## config.mk

```make
export PLATFORM = sky130hd
export DESIGN_NAME = control_decode
export DESIGN_NICKNAME = d
export VERILOG_FILES = /design/src/rtl/control_decode_pkg.sv /design/src/rtl/alu_cmd_decode.sv /design/src/rtl/control_decode.sv
export SDC_FILE = /design/constraint.sdc
export NUM_CORES = 1
export LEC_CHECK = 0
export CORE_MARGIN = 10
export CORE_UTILIZATION = 32
export DETAILED_ROUTE_END_ITERATION = 16
export MAX_ROUTING_LAYER = met4
export PLACE_DENSITY = 0.75
export SLEW_MARGIN = 40
export SYNTH_ARGS = -nofsm -noshare
export SYNTH_HDL_FRONTEND = slang
export SYNTH_SLANG_ARGS = --single-unit
```

## constraint.sdc

```tcl
create_clock -name clk -period 1.02 [get_ports clk]
set_input_delay 0.102 -clock clk [delete_from_list [all_inputs] [get_ports clk]]
set_output_delay 0.102 -clock clk [all_outputs]
set_load 0.02 [all_outputs]
```

## src/rtl/control_decode_pkg.sv

```systemverilog
// Shared decode constants: opcodes, ALU class codes and the ALU command set used by decode and the ALU.
// Also provides the R/I arithmetic command lookup reused by the ALU command decoder.
package control_decode_pkg;

   localparam logic [6:0] OP_R      = 7'b0110011;
   localparam logic [6:0] OP_I      = 7'b0010011;
   localparam logic [6:0] OP_LOAD   = 7'b0000011;
   localparam logic [6:0] OP_STORE  = 7'b0100011;
   localparam logic [6:0] OP_BRANCH = 7'b1100011;

   typedef enum logic [1:0] {
      ALUOP_MEM    = 2'b00,
      ALUOP_BRANCH = 2'b01,
      ALUOP_R      = 2'b10,
      ALUOP_I      = 2'b11
   } alu_op_e;

   typedef enum logic [3:0] {
      CMD_ADD  = 4'b0000,
      CMD_SUB  = 4'b0001,
      CMD_AND  = 4'b0010,
      CMD_OR   = 4'b0011,
      CMD_XOR  = 4'b0100,
      CMD_SLL  = 4'b0101,
      CMD_SRL  = 4'b0110,
      CMD_SRA  = 4'b0111,
      CMD_SLT  = 4'b1000,
      CMD_SLTU = 4'b1001,
      CMD_BEQ  = 4'b1010,
      CMD_BNE  = 4'b1011,
      CMD_BLT  = 4'b1100,
      CMD_BGE  = 4'b1101,
      CMD_BLTU = 4'b1110,
      CMD_BGEU = 4'b1111
   } alu_cmd_e;

   typedef struct packed {
      logic    branch;
      logic    mem_read;
      logic    mem_to_reg;
      logic    mem_write;
      logic    alu_src;
      logic    reg_write;
      alu_op_e alu_op;
   } ctrl_t;

   // sub_ok separates R-type (funct7[5] selects SUB) from I-type (bit is immediate data)
   function automatic alu_cmd_e arith_cmd(input logic [2:0] f3, input logic alt, input logic sub_ok);
      alu_cmd_e cmd;
      case (f3)
         3'b000:  cmd = (alt && sub_ok) ? CMD_SUB : CMD_ADD;
         3'b001:  cmd = CMD_SLL;
         3'b010:  cmd = CMD_SLT;
         3'b011:  cmd = CMD_SLTU;
         3'b100:  cmd = CMD_XOR;
         3'b101:  cmd = alt ? CMD_SRA : CMD_SRL;
         3'b110:  cmd = CMD_OR;
         default: cmd = CMD_AND;
      endcase
      return cmd;
   endfunction

endpackage

```

## src/rtl/alu_cmd_decode.sv

```systemverilog
// Combinational ALU command decode from (ALUOp, {funct7[0], funct7[5], funct3}); zero latency.
// No flow control: pure function of its inputs, registered by the parent.
module alu_cmd_decode
   import control_decode_pkg::*;
(
   input  alu_op_e    alu_op,
   input  logic [4:0] alu_funct,
   output alu_cmd_e   alu_cmd,
   output logic       is_mul,
   output logic       illegal
);

   logic [2:0] f3;
   logic       f7_alt;
   logic       f7_mul;

   assign f3     = alu_funct[2:0];
   assign f7_alt = alu_funct[3];
   assign f7_mul = alu_funct[4];

   always_comb begin
      alu_cmd = CMD_ADD;
      is_mul  = 1'b0;
      illegal = 1'b0;
      case (alu_op)
         ALUOP_MEM: alu_cmd = CMD_ADD;
         ALUOP_BRANCH: begin
            case (f3)
               3'b000:  alu_cmd = CMD_BEQ;
               3'b001:  alu_cmd = CMD_BNE;
               3'b100:  alu_cmd = CMD_BLT;
               3'b101:  alu_cmd = CMD_BGE;
               3'b110:  alu_cmd = CMD_BLTU;
               3'b111:  alu_cmd = CMD_BGEU;
               default: illegal = 1'b1;
            endcase
         end
         ALUOP_R: begin
            // M-extension: the ALU receives funct3 directly as its mul/div selector
            if (f7_mul) begin
               is_mul  = 1'b1;
               alu_cmd = alu_cmd_e'({1'b0, f3});
            end else begin
               alu_cmd = arith_cmd(f3, f7_alt, 1'b1);
            end
         end
         default: alu_cmd = arith_cmd(f3, f7_alt, 1'b0);
      endcase
   end

endmodule

```

## src/rtl/control_decode.sv

```systemverilog
// RV32IM decode control: opcode + funct decode registered at the ID/EX boundary; latency 1 cycle.
// en=0 stalls by holding all outputs; rst (sync, active-high) clears them and wins over en.
module control_decode
   import control_decode_pkg::*;
(
   input  logic        clk,
   input  logic        rst,
   input  logic        en,
   input  logic [31:0] instr,
   output logic        Branch,
   output logic        MemRead,
   output logic        MemtoReg,
   output logic        MemWrite,
   output logic        ALUSrc,
   output logic        RegWrite,
   output logic [1:0]  ALUOp,
   output logic [3:0]  ALU_cmd,
   output logic        IsMul,
   output logic        illegal
);

   ctrl_t      ctl_d;
   logic       op_illegal;
   logic [4:0] alu_funct;
   alu_cmd_e   cmd_d;
   logic       mul_d;
   logic       funct_illegal;
   logic       unused_instr_bits;

   ctrl_t      ctl_q;
   alu_cmd_e   cmd_q;
   logic       mul_q;
   logic       ill_q;

   assign alu_funct         = {instr[25], instr[30], instr[14:12]};
   assign unused_instr_bits = ^{instr[31], instr[29:26], instr[24:15], instr[11:7]};

   always_comb begin
      ctl_d      = '0;
      op_illegal = 1'b0;
      case (instr[6:0])
         OP_R:      ctl_d = '{1'b0, 1'b0, 1'b0, 1'b0, 1'b0, 1'b1, ALUOP_R};
         OP_I:      ctl_d = '{1'b0, 1'b0, 1'b0, 1'b0, 1'b1, 1'b1, ALUOP_I};
         OP_LOAD:   ctl_d = '{1'b0, 1'b1, 1'b1, 1'b0, 1'b1, 1'b1, ALUOP_MEM};
         OP_STORE:  ctl_d = '{1'b0, 1'b0, 1'b0, 1'b1, 1'b1, 1'b0, ALUOP_MEM};
         OP_BRANCH: ctl_d = '{1'b1, 1'b0, 1'b0, 1'b0, 1'b0, 1'b0, ALUOP_BRANCH};
         default:   op_illegal = 1'b1;
      endcase
   end

   alu_cmd_decode u_alu_cmd_decode (
      .alu_op    (ctl_d.alu_op),
      .alu_funct (alu_funct),
      .alu_cmd   (cmd_d),
      .is_mul    (mul_d),
      .illegal   (funct_illegal)
   );

   always_ff @(posedge clk) begin
      if (rst) begin
         ctl_q <= '0;
         cmd_q <= CMD_ADD;
         mul_q <= 1'b0;
         ill_q <= 1'b0;
      end else if (en) begin
         ctl_q <= ctl_d;
         cmd_q <= cmd_d;
         mul_q <= mul_d;
         ill_q <= op_illegal | funct_illegal;
      end
   end

   assign Branch   = ctl_q.branch;
   assign MemRead  = ctl_q.mem_read;
   assign MemtoReg = ctl_q.mem_to_reg;
   assign MemWrite = ctl_q.mem_write;
   assign ALUSrc   = ctl_q.alu_src;
   assign RegWrite = ctl_q.reg_write;
   assign ALUOp    = ctl_q.alu_op;
   assign ALU_cmd  = cmd_q;
   assign IsMul    = mul_q;
   assign illegal  = ill_q;

endmodule

```

==> impl_metrics.toml, run 1 <==
[outcome]
outcome = "finished clean"

[critical_path]
cp_max_fo = 2
worstPathCellList = "clkdlybuf4s15_2"
required_ns = 0.92
cp-end-kind = "output pin"
path_buf_inv = 1
cp.arrival_ns = 0.88
cp_slowest_stage_delay_ns = 0.34
worst_setup_path_start_kind = "register"
r2r-start = "ALU_cmd[0]$_SDFFE_PP0P_"
rrSetupSlack_ns = 0.22
worstSetupPathType = "register to output pin"
reg2reg_depth = 3
cp_slowest_cell = "dfxtp_1"
r2r_end = "ALU_cmd[0]$_SDFFE_PP0P_"
critPathTopFamily = "flip-flops"

[clock_network]
postCtsHoldBufs = 0
numCtsBuffers = 3
htree_levels = 1
path_clk_slew_ns = 0.08
root_buffer = "clkbuf_4"
clock_sinks = 13
cts_buffer_depth = 2
cts_tree = "done"
worst_skew_pair.late_latency_ns = 0.27

[sta]
fmax_mhz = 1020
fin_ws_ns = 0.0396
fin_crit_ns = 0.980
slew_headroom_pct = 84.8
post-route-period-util_pct = 96.1
tns_ns = 0
finalHoldViolations = 0
worstMarginPinSlew_ns = 0.224
slew_violations = 0
clock_skew_ns = 0
hold_ws_ns = 0.243
finalSetupViolCount = 0

[floorplan]
rows = 17
ios = 49
die_y_um = 68.8
die_x_um = 68.8
core_area_um2 = 2230
start_util_pct = 34.2
die_area_um2 = 4740

[finish]
finalNonFillerCells = 171
nets = 179
final_common_cell = "buf_4"
diodes = 0
layout-drive-gt1-share_pct = 39.9
fin_util_pct = 56.3
area_delta_synth_final_pct = 64.8
most-common-layout-cells = "buf_4 (24), dfxtp_1 (13), a21oi_1 (13)"

[worst_hold_path]
hold_end = "illegal$_SDFFE_PP0P_"
hold_depth = 3
hold_path_class = "input pin to register"
hp-start = "instr[6]"

[place]
routabilityCongestion = 0.918
preCtsSetupSlack_ns = -0.574
hpwl_um = 1840
portBuffers = 28
dp.cells = 167

[routing]
drt_wl_total_um = 2300
viasPerCell = 5.01
vias = 857
wire_per_inst_um = 13.5
drt-initial-drc-count = 14
drc = 0
drt_pass1_iterations = 4
drtAntennaViolNets = 0

[global_route]
grt_pass1_vias = 844
grt_pass1_wl_um = 3810
antenna_found_initial = 0
grt_max_degree = 11
gr-total-overflow = 0
grt_usage_pct = 10.8

[logic_synthesis]
netlist.area_leader.share_pct = 34.1
synthArstFlopShare_pct = 0
synth.area.top_cells = "dfxtp_1 (34%), a21oi_1 (8.5%), nand2b_1 (6.6%), nor2_1 (4.4%), nor2b_1 (4.1%)"
syn_inst = 94
syn-num-nets = 129
syn_avg_cell_area_um2 = 8.12
yosysWarnings = 0
synth_area_um2 = 763
synth.largest_area_cell = "dfxtp_1"
synthFlopType = "dfxtp_1"
synth_seq_area_share_pct = 34.1
synth_edf_count = 0
ys_types = 35
ys_ff_latch = 13

[power]
power.density_nw_per_um2 = 862
p_leak_nw = 0.515
max-vdd-ir-drop_mv = 0.829

[flow_run]
max_cap_viol_count = 0
flip-flops by register name (all words and copies together), names as in the netlist:
signal,cells
MemWrite,1
MemRead,1
illegal,1
RegWrite,1
Branch,1
ALU_cmd,4
IsMul,1
ALUSrc,1
ALUOp,2
power by group:
| group | leakage (nW) | internal [mW] | switching, mW |
|---|---|---|---|
| sequential | 0.105 | 0.514 | 0.00320 |
| combinational | 0.395 | 0.132 | 0.124 |
| clock | 0.0150 | 0.151 | 0.159 |
| total | 0.515 | 0.797 | 0.286 |
worst max path at each step:
| stage | start | endpoint | slack [ns] | cells past startpoint |
|---|---|---|---|---|
| 2_1_floorplan | instr[2] | MemWrite$_SDFFE_PP0P_ | 0.04 | 5 |
| 3_3_place_gp | instr[6] | ALU_cmd[3]$_SDFFE_PP0P_ | -0.56 | 5 |
| 3_5_place_dp | instr[6] | ALU_cmd[3]$_SDFFE_PP0P_ | -0.57 | 5 |
| 4_1_cts | ALUOp[0]$_SDFFE_PP0P_ | ALUOp[0] | 0.009 | 1 |
| 5_1_grt | instr[4] | ALU_cmd[0]$_SDFFE_PP0P_ | -0.01 | 5 |
| 6_report | ALU_cmd[1]$_SDFFE_PP0P_ | ALU_cmd[1] | 0.04 | 1 |
final cells by class:
cell class / count / area [um2]
timing repair buffer: 53 / 440
sequential: 13 / 260
multi-input combinational: 68 / 477
inverter: 5 / 18.8
fill: 221 / 976
clock buffer: 4 / 26.3
tap: 28 / 35.0
synthesized netlist by cell type, types with 2 or more instances:
master,count
clkbuf_1,3
inv_1,4
nor2_1,9
dfxtp_1,13
nor2b_1,5
nand4_1,2
nand2_1,2
buf_4,3
nand2b_1,8
nand3b_1,3
o21ai_0,2
a311oi_1,2
o211ai_1,2
a21oi_1,13
a31oi_1,2
and3_1,2
cell families after synthesis:
| kind of cell | synth area share [%] |
|---|---|
| buffers and inverters | 9.01 |
| AND/OR/NAND/NOR | 32.0 |
| flip-flops | 34.1 |
| AO/OA/AOI/OAI | 24.9 |
per-layer routing:
metal | vias to the layer above | wire length (um) | GRT usage (%)
li1 | 438 | - | -
met1 | 395 | 901 | 11.7
met2 | 22 | 1190 | 17.7
met3 | 2 | 193 | 4.03
met4 | 0 | 12 | 3.69
met5 | - | 0 | -
through the flow:
| step | total power, mW | instance area, um2 |
|---|---|---|
| finish | 1.08 | 1260 |
| global route | 1.14 | 1260 |
| global placement | 0.783 | 1220 |
| floorplan | 0.631 | 763 |
| detailed placement | 0.786 | 1220 |
| CTS | 1.09 | 1280 |
timing repair:
item,4_1_cts,5_1_grt
setup buffers,0,0
endpoints found under the setup margin,27,8
gates cloned,0,0
resized for setup,64,12
pin swaps,5,6
Note: power is estimated with default switching activity, not from simulation.
==> run 2, diff against run 1 <==
--- a/config.mk
+++ b/config.mk
@@ -6,11 +6,13 @@
 export NUM_CORES = 1
 export LEC_CHECK = 0
 export CORE_MARGIN = 10
-export CORE_UTILIZATION = 32
+export CORE_UTILIZATION = 31
 export DETAILED_ROUTE_END_ITERATION = 16
+export GPL_ROUTABILITY_DRIVEN = 0
 export MAX_ROUTING_LAYER = met4
-export PLACE_DENSITY = 0.75
+export PLACE_DENSITY_LB_ADDON = 0.05
 export SLEW_MARGIN = 40
 export SYNTH_ARGS = -nofsm -noshare
 export SYNTH_HDL_FRONTEND = slang
+export SYNTH_HIERARCHICAL = 1
 export SYNTH_SLANG_ARGS = --single-unit
==> run 2 against run 1 <==
The flow now finishes with violations (negative setup slack). Wire length increased by 2.0%. Die area decreased by 0.58%. Via count decreased by 2.9%. Synthesized cell count decreased by 6.4%. Cell count decreased by 1.8%. Critical endpoint is now ALU_cmd[0]$_SDFFE_PP0P_. Critical path type is now input pin to register. Register-to-register slack improved by 0.08 ns. First-iteration DRC count increased to 2.7 times the previous value. Sequential cell count unchanged.
==> impl_metrics.toml, run 2 <==
[global_route]
gr-total-overflow = 0
grt_max_degree = 9
grt_usage_pct = 10.4
antenna_found_initial = 0
grt_pass1_vias = 792
grt_pass1_wl_um = 3630

[critical_path]
worstSetupPathType = "input pin to register"
cp_slowest_stage_delay_ns = 0.33
cp_slowest_cell = "and4bb_2"
cp-end-kind = "register"
cp.depth = 9
critPathTopFamily = "simple AND/OR/NAND/NOR gates"
path_buf_inv = 1
reg2reg_depth = 2
cp_max_fo = 3
worstPathCellList = "buf_6 -> and4bb_2 -> nor2b_4 -> and2b_1 -> and2_4 -> and3b_1 -> o22ai_2 -> mux2i_1 -> nor2_1"
required_ns = 1.21
cp.arrival_ns = 1.51
worst_setup_path_start_kind = "input pin"

[finish]
nets = 176
layout-drive-gt1-share_pct = 45.7
diodes = 0
finish.instance_area_um2 = 1220
largest_reg_flops = 4
most-common-layout-cells = "buf_4 (19), buf_2 (18), dfxtp_1 (13)"
fin_util_pct = 54.7
finalNonFillerCells = 168
fill_cells = 222
area_delta_synth_final_pct = 66.7
final_common_cell = "buf_4"

[clock_network]
cts_buffer_depth = 2
cts_tree = "done"
numCtsBuffers = 3
htree_levels = 1
worst_skew_pair.late_latency_ns = 0.29
root_buffer = "clkbuf_4"
postCtsHoldBufs = 0
clock_sinks = 13
path_clk_slew_ns = 0.09

[routing]
vias = 832
viasPerCell = 4.95
drc = 0
wire_per_inst_um = 14.0
wl_met3_um = 140
top_layer_used = "met4"
route.met2.wl_um = 1030
drt_pass1_iterations = 4
wl_met1_um = 1100
drt-initial-drc-count = 38
drtAntennaViolNets = 0
drt_wl_total_um = 2350

[logic_synthesis]
ys_ff_latch = 13
synthArstFlopShare_pct = 0
synth.area.top_cells = "dfxtp_1 (35%), mux2i_1 (6.8%), nand2_1 (4.6%), nor2_1 (4.6%), nor2b_1 (4.3%)"
synth_area_um2 = 733
yosysMostFrequentCell = "dfxtp_1"
netlist.area_leader.share_pct = 35.5
synth_edf_count = 0
yosysWarnings = 6
synth_seq_area_share_pct = 35.5
synth.largest_area_cell = "dfxtp_1"
syn-num-nets = 123
netlist_top_cells_count = "dfxtp_1 (13), nand2_1 (9), nor2_1 (9)"
ys_types = 37
syn_avg_cell_area_um2 = 8.33
synthFlopType = "dfxtp_1"
syn_inst = 88

[outcome]
outcome = "finished, violations left"
violations = "negative setup slack"

[place]
portBuffers = 28
hpwl_um = 1710
dp.cells = 158
preCtsSetupSlack_ns = -0.928
place_area_um2 = 1180

[floorplan]
rows = 17
start_util_pct = 32.8
ios = 49
die_x_um = 68.6
die_area_um2 = 4710
die_y_um = 68.6
core_area_um2 = 2230

[power]
power_mw = 1.12
max-vdd-ir-drop_mv = 0.657
p_leak_nw = 0.555
power.density_nw_per_um2 = 913

[sta]
clock_skew_ns = 0
finalHoldViolations = 0
finalSetupViolCount = 6
worstMarginPinSlew_ns = 0.272
slew_headroom_pct = 81.8
hold_ws_ns = 0.264
fmax_mhz = 760
fin_ws_ns = -0.297
tns_ns = -1.07
rsz0062_at_grt = "yes"
slew_violations = 0
fin_crit_ns = 1.32
post-route-period-util_pct = 129

[worst_hold_path]
hold_depth = 4
hold_path_class = "input pin to register"

[flow_run]
max_cap_viol_count = 0
-- run 2: kinds of logic (layout without fill, tap and decap cells) --
| logic type | after synthesis | after routing | share of synthesized area, % |
|---|---|---|---|
| AND/OR/NAND/NOR | 39 | 39 | 30.0 |
| AO/OA/AOI/OAI | 22 | 22 | 21.3 |
| flip-flops | 13 | 13 | 35.5 |
| multiplexers | 5 | 5 | 6.83 |
| buffers and inverters | 9 | 61 | 6.31 |
-- run 2: metal layers --
layer / GRT usage [%] / vias to the layer above
met5: - / -
met4: 5.28 / 0
met3: 2.90 / 13
met2: 14.3 / 30
met1: 13.5 / 372
li1: - / 417
-- run 2: worst register-to-register path, cell delays in order, from the launching register on --
cell     delay (ns)
dfxtp_1        0.34
inv_1          0.04
o32ai_1        0.26
-- run 2: repair_timing --
| item | 4_1_cts | 5_1_grt |
|---|---|---|
| gates resized for setup | 82 | 15 |
| cloned | 0 | 0 |
| endpoints found under the setup margin | 24 | 16 |
| hold endpoints to repair | 0 | 0 |
| buffers inserted | 4 | 2 |
| pin swaps | 7 | 6 |
-- run 2: path summary, 6_finish.rpt --
kind                         startpoint                       to  slack (ns)
setup / recovery               instr[3]  ALU_cmd[0]$_SDFFE_PP0P_       -0.30
hold / removal                 instr[6]      Branch$_SDFFE_PP0P_        0.26
setup reg to reg  ALUOp[0]$_SDFFE_PP0P_    ALUOp[0]$_SDFFE_PP0P_        0.30
hold reg to reg     Branch$_SDFFE_PP0P_      Branch$_SDFFE_PP0P_        0.46
-- run 2: power by group --
part | switching (mW) | internal, mW | total [mW]
combinational | 0.117 | 0.137 | 0.254
clock | 0.193 | 0.152 | 0.345
sequential | 0.00287 | 0.514 | 0.517
total | 0.313 | 0.803 | 1.12
-- run 2: layout make-up --
cell class / count / area (um2) / share of cell area, %
multi-input cells: 66 / 490 / 40.1
clock buffers: 4 / 26.3 / 2.15
repair buffers: 52 / 392 / 32.0
inverters: 5 / 18.8 / 1.54
well taps: 28 / 35.0 / 2.87
flip-flops and latches: 13 / 260 / 21.3
==> run 3, diff against run 2 <==
--- a/config.mk
+++ b/config.mk
@@ -7,6 +7,7 @@
 export LEC_CHECK = 0
 export CORE_MARGIN = 10
 export CORE_UTILIZATION = 31
+export CTS_BUF_LIST = sky130_fd_sc_hd__clkbuf_16
 export DETAILED_ROUTE_END_ITERATION = 16
 export GPL_ROUTABILITY_DRIVEN = 0
 export MAX_ROUTING_LAYER = met4
==> run 3 against run 2 <==
Via count is 1.4% lower. Critical endpoint unchanged. Global-route usage is 0.20 points higher. Clock power is 120% higher. Die area stayed put. Clock skew stayed put. Hold slack better by 0.0045 ns. The run still ends with negative setup slack left. Critical path type unchanged.
==> impl_metrics.toml, run 3 (synthesized netlist as in run 2, its figures left out) <==
[outcome]
outcome = "finished, violations left"
violations = "negative setup slack"

[routing]
drt-initial-drc-count = 38
vias = 820
viasPerCell = 4.91
wire_per_inst_um = 14.0
drt_pass1_iterations = 4
drc = 0
drtAntennaViolNets = 0
drt_wl_total_um = 2330

[finish]
fin_util_pct = 59.3
largest_reg_flops = 4
area_delta_synth_final_pct = 80.7
diodes = 0
final_common_cell = "buf_4"
most-common-layout-cells = "buf_4 (17), dfxtp_1 (13), buf_6 (11)"
nets = 175
layout-drive-gt1-share_pct = 41.0

[clock_network]
clock_sinks = 13
root_buffer = "clkbuf_16"
htree_levels = 1
path_clk_slew_ns = 0.05
numCtsBuffers = 3
worst_skew_pair.late_latency_ns = 0.25
postCtsHoldBufs = 0
cts_buffer_depth = 2
cts_tree = "done"

[critical_path]
r2r-start = "ALUOp[0]$_SDFFE_PP0P_"
r2r_end = "ALUOp[0]$_SDFFE_PP0P_"
worst_setup_path_start_kind = "input pin"
critPathCapture = "ALU_cmd[0]$_SDFFE_PP0P_"
reg2reg_depth = 2
cp-end-kind = "register"
rrSetupSlack_ns = 0.30
required_ns = 1.16
cp_max_fo = 3
cp.arrival_ns = 1.52
startpoint = "instr[3]"
worstSetupPathType = "input pin to register"

[sta]
slew_headroom_pct = 82.8
worstMarginPinSlew_ns = 0.257
finalSetupViolCount = 6
fmax_mhz = 727
rsz0062_at_grt = "yes"
post-route-period-util_pct = 135
fin_crit_ns = 1.38
clock_skew_ns = 0
fin_ws_ns = -0.356
finalHoldViolations = 0
slew_violations = 0

[global_route]
gr-total-overflow = 0
grt_pass1_vias = 806
antenna_found_initial = 0
grt_usage_pct = 10.6
grt_pass1_wl_um = 3650
grt_max_degree = 9

[place]
preCtsSetupSlack_ns = -0.928
portBuffers = 28
hpwl_um = 1710

[floorplan]
core_area_um2 = 2230
die_x_um = 68.6
ios = 49
die_area_um2 = 4710
start_util_pct = 32.8
rows = 17
die_y_um = 68.6

[worst_hold_path]
hold_path_class = "input pin to register"

[power]
max-vdd-ir-drop_mv = 0.716
power_mw = 1.53
power.density_nw_per_um2 = 1160
p_leak_nw = 0.574

[flow_run]
max_cap_viol_count = 0
-- run 3: report_power, final --
| group | internal [mW] | switching, mW |
|---|---|---|
| sequential | 0.516 | 0.00310 |
| combinational | 0.145 | 0.117 |
| clock | 0.518 | 0.233 |
| total | 1.18 | 0.353 |
-- run 3: cell type report --
| cell class | count | area [um2] |
|---|---|---|
| Clock inverter | 1 | 3.75 |
| Inverter | 5 | 18.8 |
| Timing Repair Buffer | 51 | 442 |
| Sequential cell | 13 | 260 |
| Clock buffer | 3 | 75.1 |
| Fill cell | 204 | 908 |
| Multi-Input combinational cell | 66 | 490 |
| Tap cell | 28 | 35.0 |
-- run 3: per-stage QoR --
stage / hold slack (ns) / std cells / TNS [ns] / area (um2)
finish: 0.268 / 167 / -1.26 / 1330
global route: 0.280 / 167 / -1.74 / 1330
global placement: 0.446 / 158 / -7.13 / 1180
floorplan: 0.171 / 88 / -1.93 / 754
CTS: 0.305 / 166 / -1.12 / 1290
detailed placement: 0.449 / 158 / -7.21 / 1180
-- run 3: what timing repair did --
action | 4_1_cts | 5_1_grt
pin swaps | 7 | 8
gates resized for setup | 59 | 25
setup endpoints to repair | 27 | 19
buffers inserted | 4 | 2
-- run 3: how the worst min path moves through the flow --
stage | from | end | slack [ns] | depth (start not counted)
2_1_floorplan | rst | MemWrite$_SDFFE_PP0P_ | 0.17 | 1
3_3_place_gp | MemWrite$_SDFFE_PP0P_ | MemWrite$_SDFFE_PP0P_ | 0.45 | 2
3_5_place_dp | Branch$_SDFFE_PP0P_ | Branch$_SDFFE_PP0P_ | 0.45 | 2
4_1_cts | instr[6] | illegal$_SDFFE_PP0P_ | 0.30 | 4
5_1_grt | instr[6] | illegal$_SDFFE_PP0P_ | 0.28 | 4
6_report | instr[6] | Branch$_SDFFE_PP0P_ | 0.27 | 4
-- run 3: critical path, cell delays in order --
cell and delay [ns]:
buf_6 0.09, and4bb_2 0.33, nor2b_4 0.18, and2b_1 0.20, and2_4 0.14, and3b_1 0.22, o22ai_2 0.06, mux2i_1 0.14
nor2_1 0.05
-- run 3: layer usage --
metal,global-route usage [%],share of wire (%)
met1,13.1,46
met2,14.6,44
met3,4.67,8.5
met4,4.52,1.4
met5,-,0
